--- config.mk ---
export PLATFORM = sky130hd
export DESIGN_NAME = seg_count_ctrl
export DESIGN_NICKNAME = d
export VERILOG_FILES = /design/src/rtl/seg_count_ctrl.sv
export SDC_FILE = /design/constraint.sdc
export NUM_CORES = 1
export LEC_CHECK = 0
export CAP_MARGIN = 30
export CORE_MARGIN = 2
export CORE_UTILIZATION = 40
export DETAILED_ROUTE_END_ITERATION = 8
export PLACE_DENSITY = 0.57
export SETUP_SLACK_MARGIN = 0.15
export SLEW_MARGIN = 40
export SYNTH_ARGS = -nofsm -noshare
export SYNTH_HDL_FRONTEND = slang
export SYNTH_SLANG_ARGS = --single-unit
--- constraint.sdc ---
create_clock -name clk -period 4.9 [get_ports clk]
set_input_delay 0.98 -clock clk [delete_from_list [all_inputs] [get_ports clk]]
set_output_delay 0.98 -clock clk [all_outputs]
set_load 0.005 [all_outputs]
--- src/rtl/seg_count_ctrl.sv ---
// seg_count_ctrl: key debounce, start/run/pause FSM, tick prescaler
// and a two-digit time-multiplexed seven-segment driver.
module seg_count_ctrl #(
    parameter int TICK_DIV = 50000000,
    parameter int SCAN_DIV = 50000,
    parameter int DEB_CNT  = 1000000
) (
    input  logic       clk,
    input  logic       rst_n,
    input  logic       key_start_n,
    input  logic       key_clr_n,
    input  logic [3:0] data_0,
    input  logic [3:0] data_1,
    output logic       cnt_en,
    output logic       cnt_clr,
    output logic       run,
    output logic [6:0] seg,
    output logic [1:0] sel
);

    localparam int TW = $clog2(TICK_DIV);
    localparam int SW = $clog2(SCAN_DIV);
    localparam int DW = $clog2(DEB_CNT + 1);

    localparam logic [TW-1:0] TICK_MAX = TW'(TICK_DIV - 1);
    localparam logic [SW-1:0] SCAN_MAX = SW'(SCAN_DIV - 1);
    localparam logic [DW-1:0] DEB_LAST = DW'(DEB_CNT - 1);

    localparam logic [6:0] SEG_OFF  = 7'b1111111;
    localparam logic [6:0] SEG_DASH = 7'b0111111;

    typedef enum logic [1:0] {
        ST_IDLE  = 2'd0,
        ST_RUN   = 2'd1,
        ST_PAUSE = 2'd2
    } state_t;

    // bit 0 = start key, bit 1 = clear key
    logic [1:0]         w_key_raw;
    logic [1:0]         r_sync1;
    logic [1:0]         r_sync2;
    logic [1:0]         r_deb;
    logic [1:0]         r_press;
    logic [1:0][DW-1:0] r_deb_cnt;

    state_t             r_state;
    state_t             w_state_nxt;

    logic [TW-1:0]      r_presc;
    logic               w_run_hold;
    logic               w_wrap;
    logic               w_tick;
    logic               r_cnt_en;
    logic               r_cnt_clr;
    logic               r_run;

    logic [SW-1:0]      r_scan;
    logic               r_idx;
    logic [3:0]         w_digit;
    logic [6:0]         w_seg_nxt;
    logic [1:0]         w_sel_nxt;
    logic [6:0]         r_seg;
    logic [1:0]         r_sel;

    assign w_key_raw = {key_clr_n, key_start_n};

    // A level change is accepted after DEB_CNT consecutive differing samples.
    always_ff @(posedge clk or negedge rst_n) begin
        if (!rst_n) begin
            r_sync1   <= 2'b11;
            r_sync2   <= 2'b11;
            r_deb     <= 2'b11;
            r_press   <= 2'b00;
            r_deb_cnt <= '0;
        end else begin
            r_sync1 <= w_key_raw;
            r_sync2 <= r_sync1;
            for (int k = 0; k < 2; k++) begin
                r_press[k] <= 1'b0;
                if (r_sync2[k] == r_deb[k]) begin
                    r_deb_cnt[k] <= '0;
                end else if (r_deb_cnt[k] == DEB_LAST) begin
                    r_deb_cnt[k] <= '0;
                    r_deb[k]     <= r_sync2[k];
                    r_press[k]   <= ~r_sync2[k];
                end else begin
                    r_deb_cnt[k] <= r_deb_cnt[k] + 1'b1;
                end
            end
        end
    end

    always_ff @(posedge clk or negedge rst_n) begin
        if (!rst_n) begin
            r_state <= ST_IDLE;
        end else begin
            r_state <= w_state_nxt;
        end
    end

    // Clear has priority over a simultaneous start press.
    always_comb begin
        w_state_nxt = r_state;
        if (r_press[1]) begin
            w_state_nxt = ST_IDLE;
        end else if (r_press[0]) begin
            unique case (r_state)
                ST_IDLE:  w_state_nxt = ST_RUN;
                ST_RUN:   w_state_nxt = ST_PAUSE;
                ST_PAUSE: w_state_nxt = ST_RUN;
                default:  w_state_nxt = ST_IDLE;
            endcase
        end
    end

    assign w_run_hold = (r_state == ST_RUN) && (w_state_nxt == ST_RUN);
    assign w_wrap     = (r_presc == TICK_MAX);
    assign w_tick     = w_run_hold && w_wrap;

    always_ff @(posedge clk or negedge rst_n) begin
        if (!rst_n) begin
            r_presc <= '0;
        end else if (w_state_nxt == ST_IDLE) begin
            r_presc <= '0;
        end else if (w_run_hold) begin
            r_presc <= w_wrap ? '0 : r_presc + 1'b1;
        end
    end

    always_ff @(posedge clk or negedge rst_n) begin
        if (!rst_n) begin
            r_cnt_en  <= 1'b0;
            r_cnt_clr <= 1'b0;
            r_run     <= 1'b0;
        end else begin
            r_cnt_en  <= w_tick;
            r_cnt_clr <= r_press[1];
            r_run     <= (w_state_nxt == ST_RUN);
        end
    end

    always_ff @(posedge clk or negedge rst_n) begin
        if (!rst_n) begin
            r_scan <= '0;
            r_idx  <= 1'b0;
        end else if (r_scan == SCAN_MAX) begin
            r_scan <= '0;
            r_idx  <= ~r_idx;
        end else begin
            r_scan <= r_scan + 1'b1;
        end
    end

    function automatic logic [6:0] seg_decode(input logic [3:0] v);
        logic [6:0] s;
        case (v)
            4'd0:    s = 7'b1000000;
            4'd1:    s = 7'b1111001;
            4'd2:    s = 7'b0100100;
            4'd3:    s = 7'b0110000;
            4'd4:    s = 7'b0011001;
            4'd5:    s = 7'b0010010;
            4'd6:    s = 7'b0000010;
            4'd7:    s = 7'b1111000;
            4'd8:    s = 7'b0000000;
            4'd9:    s = 7'b0010000;
            default: s = SEG_DASH;
        endcase
        return s;
    endfunction

    // Tens digit is blanked when zero, but its select stays driven.
    always_comb begin
        w_digit   = r_idx ? data_1 : data_0;
        w_sel_nxt = r_idx ? 2'b01 : 2'b10;
        w_seg_nxt = seg_decode(w_digit);
        if (r_idx && (data_1 == 4'd0)) begin
            w_seg_nxt = SEG_OFF;
        end
    end

    always_ff @(posedge clk or negedge rst_n) begin
        if (!rst_n) begin
            r_seg <= SEG_OFF;
            r_sel <= 2'b10;
        end else begin
            r_seg <= w_seg_nxt;
            r_sel <= w_sel_nxt;
        end
    end

    assign cnt_en  = r_cnt_en;
    assign cnt_clr = r_cnt_clr;
    assign run     = r_run;
    assign seg     = r_seg;
    assign sel     = r_sel;

endmodule

==> run_results.csv <==
group,metric,value,unit
detailed_routing,dr.pass1.iters,4,
clock_tree,cts_buffer_depth,2,
die,initial_core_util,0.408,
synthesis,synth.net_count,548,
timing,worst_slack,2550,ps
placed_design,pre_cts_slack,2290,ps
worst_setup_path,worstReg2RegEnd,"r_deb_cnt[22]",
timing,max_freq,426,MHz
worst_setup_path,rr_startpoint,"r_deb_cnt[26]",
synthesis,synth_edf_count,0,
detailed_routing,dr.first_iter.drc_count,309,
clock_tree,cts_max_level,3,
placed_design,dp_cells,706,
synthesis,synth_seq_cells,105,
timing,setup_violations,0,
synthesis,syn-instance-count,526,
clock_tree,post_cts_buffers,0,
clock_tree,path_clk_slew,70,ps
timing,period_share,0.479,
synthesis,yosysMostFrequentCell,"dfrtp_1",
synthesis,yosys.area.top_type,"dfrtp_1",
detailed_routing,avgRoutedWirePerCell,14.6,um
synthesis,yosysWarnings,0,
worst_setup_path,path_delay_family,"flip-flops",
timing,max-slew-margin-rel,0.496,
clock_tree,cts_hold_buf,0,
synthesis,synth_top_cell_area_share,0.423,
timing,period_minus_slack,2350,ps
clock_tree,tritoncts,"yes",
clock_tree,numCtsBuffers,9,
worst_hold_path,holdPathStages,0,
detailed_routing,met2_length,5.22,mm
layout,final_area,0.00599,mm2
die,core,0.0132,mm2
detailed_routing,antenna_left,0,
grt,antenna_found_initial,0,
pwr,pwr-share-clk,0.408,
timing,slew_violations,0,
synthesis,ys_types,63,
worst_setup_path,arrival,1370,ps
run_status,status,"finished, final reports clean",
layout,nets,563,
die,fp.dieW,120,um
worst_setup_path,endpoint_kind,"primary output",
grt,gr-total-overflow,0,
clock_tree,cts_root_buf,"clkbuf_16",
detailed_routing,top_layer,"met4",
worst_setup_path,crit_fanout,1,
timing,worst_pin_slew,756,ps
clock_tree,cts_resized,0,
worst_setup_path,cp_slowest_stage_delay,530,ps
pwr,power.density,269,mW/mm2
worst_hold_path,hold_path_end,"r_sync2[1]",
worst_setup_path,timing.reg2reg.worst_path_depth,4,
pwr,switching_share,0.221,
detailed_routing,routed_via_density,5.41,
timing,clock_skew,8.70,ps
pwr,pwr-share-comb,0.041,
grt,grt_max_degree,74,
detailed_routing,drc,0,
clock_tree,clk-insertion-delay-late,340,ps
worst_hold_path,hp-start,"r_sync1[1]",
worst_setup_path,critPathKind,"reg -> out",
placed_design,placed_area,0.00571,mm2
die,die_area,0.0144,mm2
layout,area_growth,11.2,%
worst_setup_path,required,3920,ps
worst_setup_path,slowest_stage,"dfstp_2",
placed_design,numPortBuffers,23,
grt,groute.usage.overall,0.161,
worst_setup_path,crit_chain,"clkdlybuf4s50_1",
grt,grt_pass1_vias,3975,
layout,drive_above_1_share,0.0989,
clock_tree,cts.sinks,105,
worst_hold_path,min_path_type,"reg -> reg",
timing,grt_setup_unrepaired,"false",
layout,instances_no_fill,722,
worst_setup_path,cp-start-kind,"flop",
die,fp-row-count,42,
synthesis,synthFlopType,"dfrtp_1",
detailed_routing,met1_length,5.00,mm
worst_setup_path,critical_path_buf_inv_count,1,
pwr,power.net_switching,0.000357,W
detailed_routing,via_count,3907,
pwr,ir_drop,0.000191,V
grt,grt_pass1_wl,18.9,mm
pwr,power_frac_seq,0.551,
detailed_routing,finalWirelength,10.6,mm
layout,num_antenna_cells,0,
synthesis,synth.yosys.seq_area_share,0.491,
placed_design,hpwl,7.28,mm
timing,setup_tns,0,ps
synthesis,synth-async-reset-ratio,1.00,
synthesis,synth_area_leaders,"dfrtp_1, dfstp_2, xor2_1",
die,chipHeight,120,um
synthesis,avgSynthCellArea,10.2,um2
detailed_routing,met3WireLength,211,um
pwr,power.leakage,2.33,nW
synthesis,synthesis.area,0.00539,mm2
die,num_io_pins,24,
job,maxCapViolCount,0,
placed_design,place.gp.congestion,0.769,
timing,hold_viol,0,
synthesis,synth_common_cells,"dfrtp_1, nor2_1, nand2_1",
worst_setup_path,ff2ff_setup_slack,2620,ps
pwr,p_int,0.00125,W
-- final cells by class --
| cell class | instances | area (um2) |
|---|---|---|
| clock buffer | 12 | 236 |
| clock inverter | 4 | 31.3 |
| fill | 1253 | 7200 |
| inverter | 16 | 60.1 |
| multi-input combinational | 385 | 2560 |
| sequential | 105 | 2650 |
| tap | 176 | 220 |
| timing repair buffer | 24 | 239 |
-- cells in the final DEF (no fill, tap or decap), types with 3 or more instances in the layout --
cell             synthesis  routed
mux2i_1                  8       8
clkinvlp_4               0       3
o31ai_1                 11      11
xnor2_1                 16      16
nand2b_1                 3       3
nor3_1                  11      11
a31o_2                   3       3
o211ai_1                 3       3
nor3b_1                  3       3
clkbuf_1                 5       3
xor2_1                  28      28
and4_1                   8       8
and2_1                   5       5
or4_1                   13      13
or3_1                   16      16
or2_2                    3       3
nand3_1                 19      19
and3_1                  12      12
ha_1                    10      10
nand2_1                 33      33
o21ai_0                 26      26
nand4_1                 31      31
dfrtp_1                 91      91
nor4_1                   5       5
clkbuf_16                0       9
a21oi_1                 27      27
mux2_2                   6       6
inv_1                   16      16
dfstp_2                 14      14
nor2_1                  50      50
clkdlybuf4s50_1          0      22
-- flip-flops by register name, indices dropped and copies added (netlist names), 2 cells and up --
name / count
r_sync1: 2
r_state: 2
r_scan: 16
seg: 7
r_press: 2
sel: 2
r_deb_cnt: 40
r_deb: 2
r_presc: 26
r_sync2: 2
-- layer usage --
metal | GRT usage | vias up
met1 | 0.208 | 1910
met4 | 0.0566 | 0
li1 | - | 1949
met2 | 0.271 | 36
met5 | 0 | -
met3 | 0.0295 | 12
-- cells by family (layout without fill, tap and decap cells) --
group	Yosys count	in the layout	synth area share
fa+ha+maj	10	10	0.0232
buf+inv	36	56	0.0358
mux	14	14	0.0274
flops	105	105	0.491
compound gates	87	87	0.106
simple gates	230	230	0.245
xor+xnor	44	44	0.0715
-- power groups by stage --
stage	combinational, W	clock (W)	sequential (W)
finish	0.0000655	0.000658	0.000888
global route	0.0000757	0.000723	0.000889
CTS	0.0000681	0.000685	0.000888
floorplan	0.0000255	0	0.000904
global placement	0.0000660	0	0.000904
detailed placement	0.0000679	0	0.000905
-- metrics by stage --
step | util | hold slack (ps) | power, W
3_3_place_gp | 0.433 | 346 | 0.000970
6_report | 0.454 | 355 | 0.00161
2_1_floorplan | - | 345 | 0.000929
4_1_cts | 0.453 | 358 | 0.00164
3_5_place_dp | 0.433 | 347 | 0.000973
5_1_grt | 0.454 | 358 | 0.00169
-- how the worst max path moves through the flow --
stage / slack, ps / cells after the start / to / startpoint
floorplan: 2900 / 6 / seg[4] / data_1[0]
global placement: 2380 / 7 / seg[4] / data_1[0]
detailed placement: 2290 / 7 / seg[4] / data_1[0]
CTS: 2530 / 1 / sel[1] / sel[1]
global route: 2430 / 4 / r_presc[8] / r_presc[6]
finish: 2550 / 1 / seg[4] / seg[4]
Note: power is estimated with default switching activity, not from simulation.
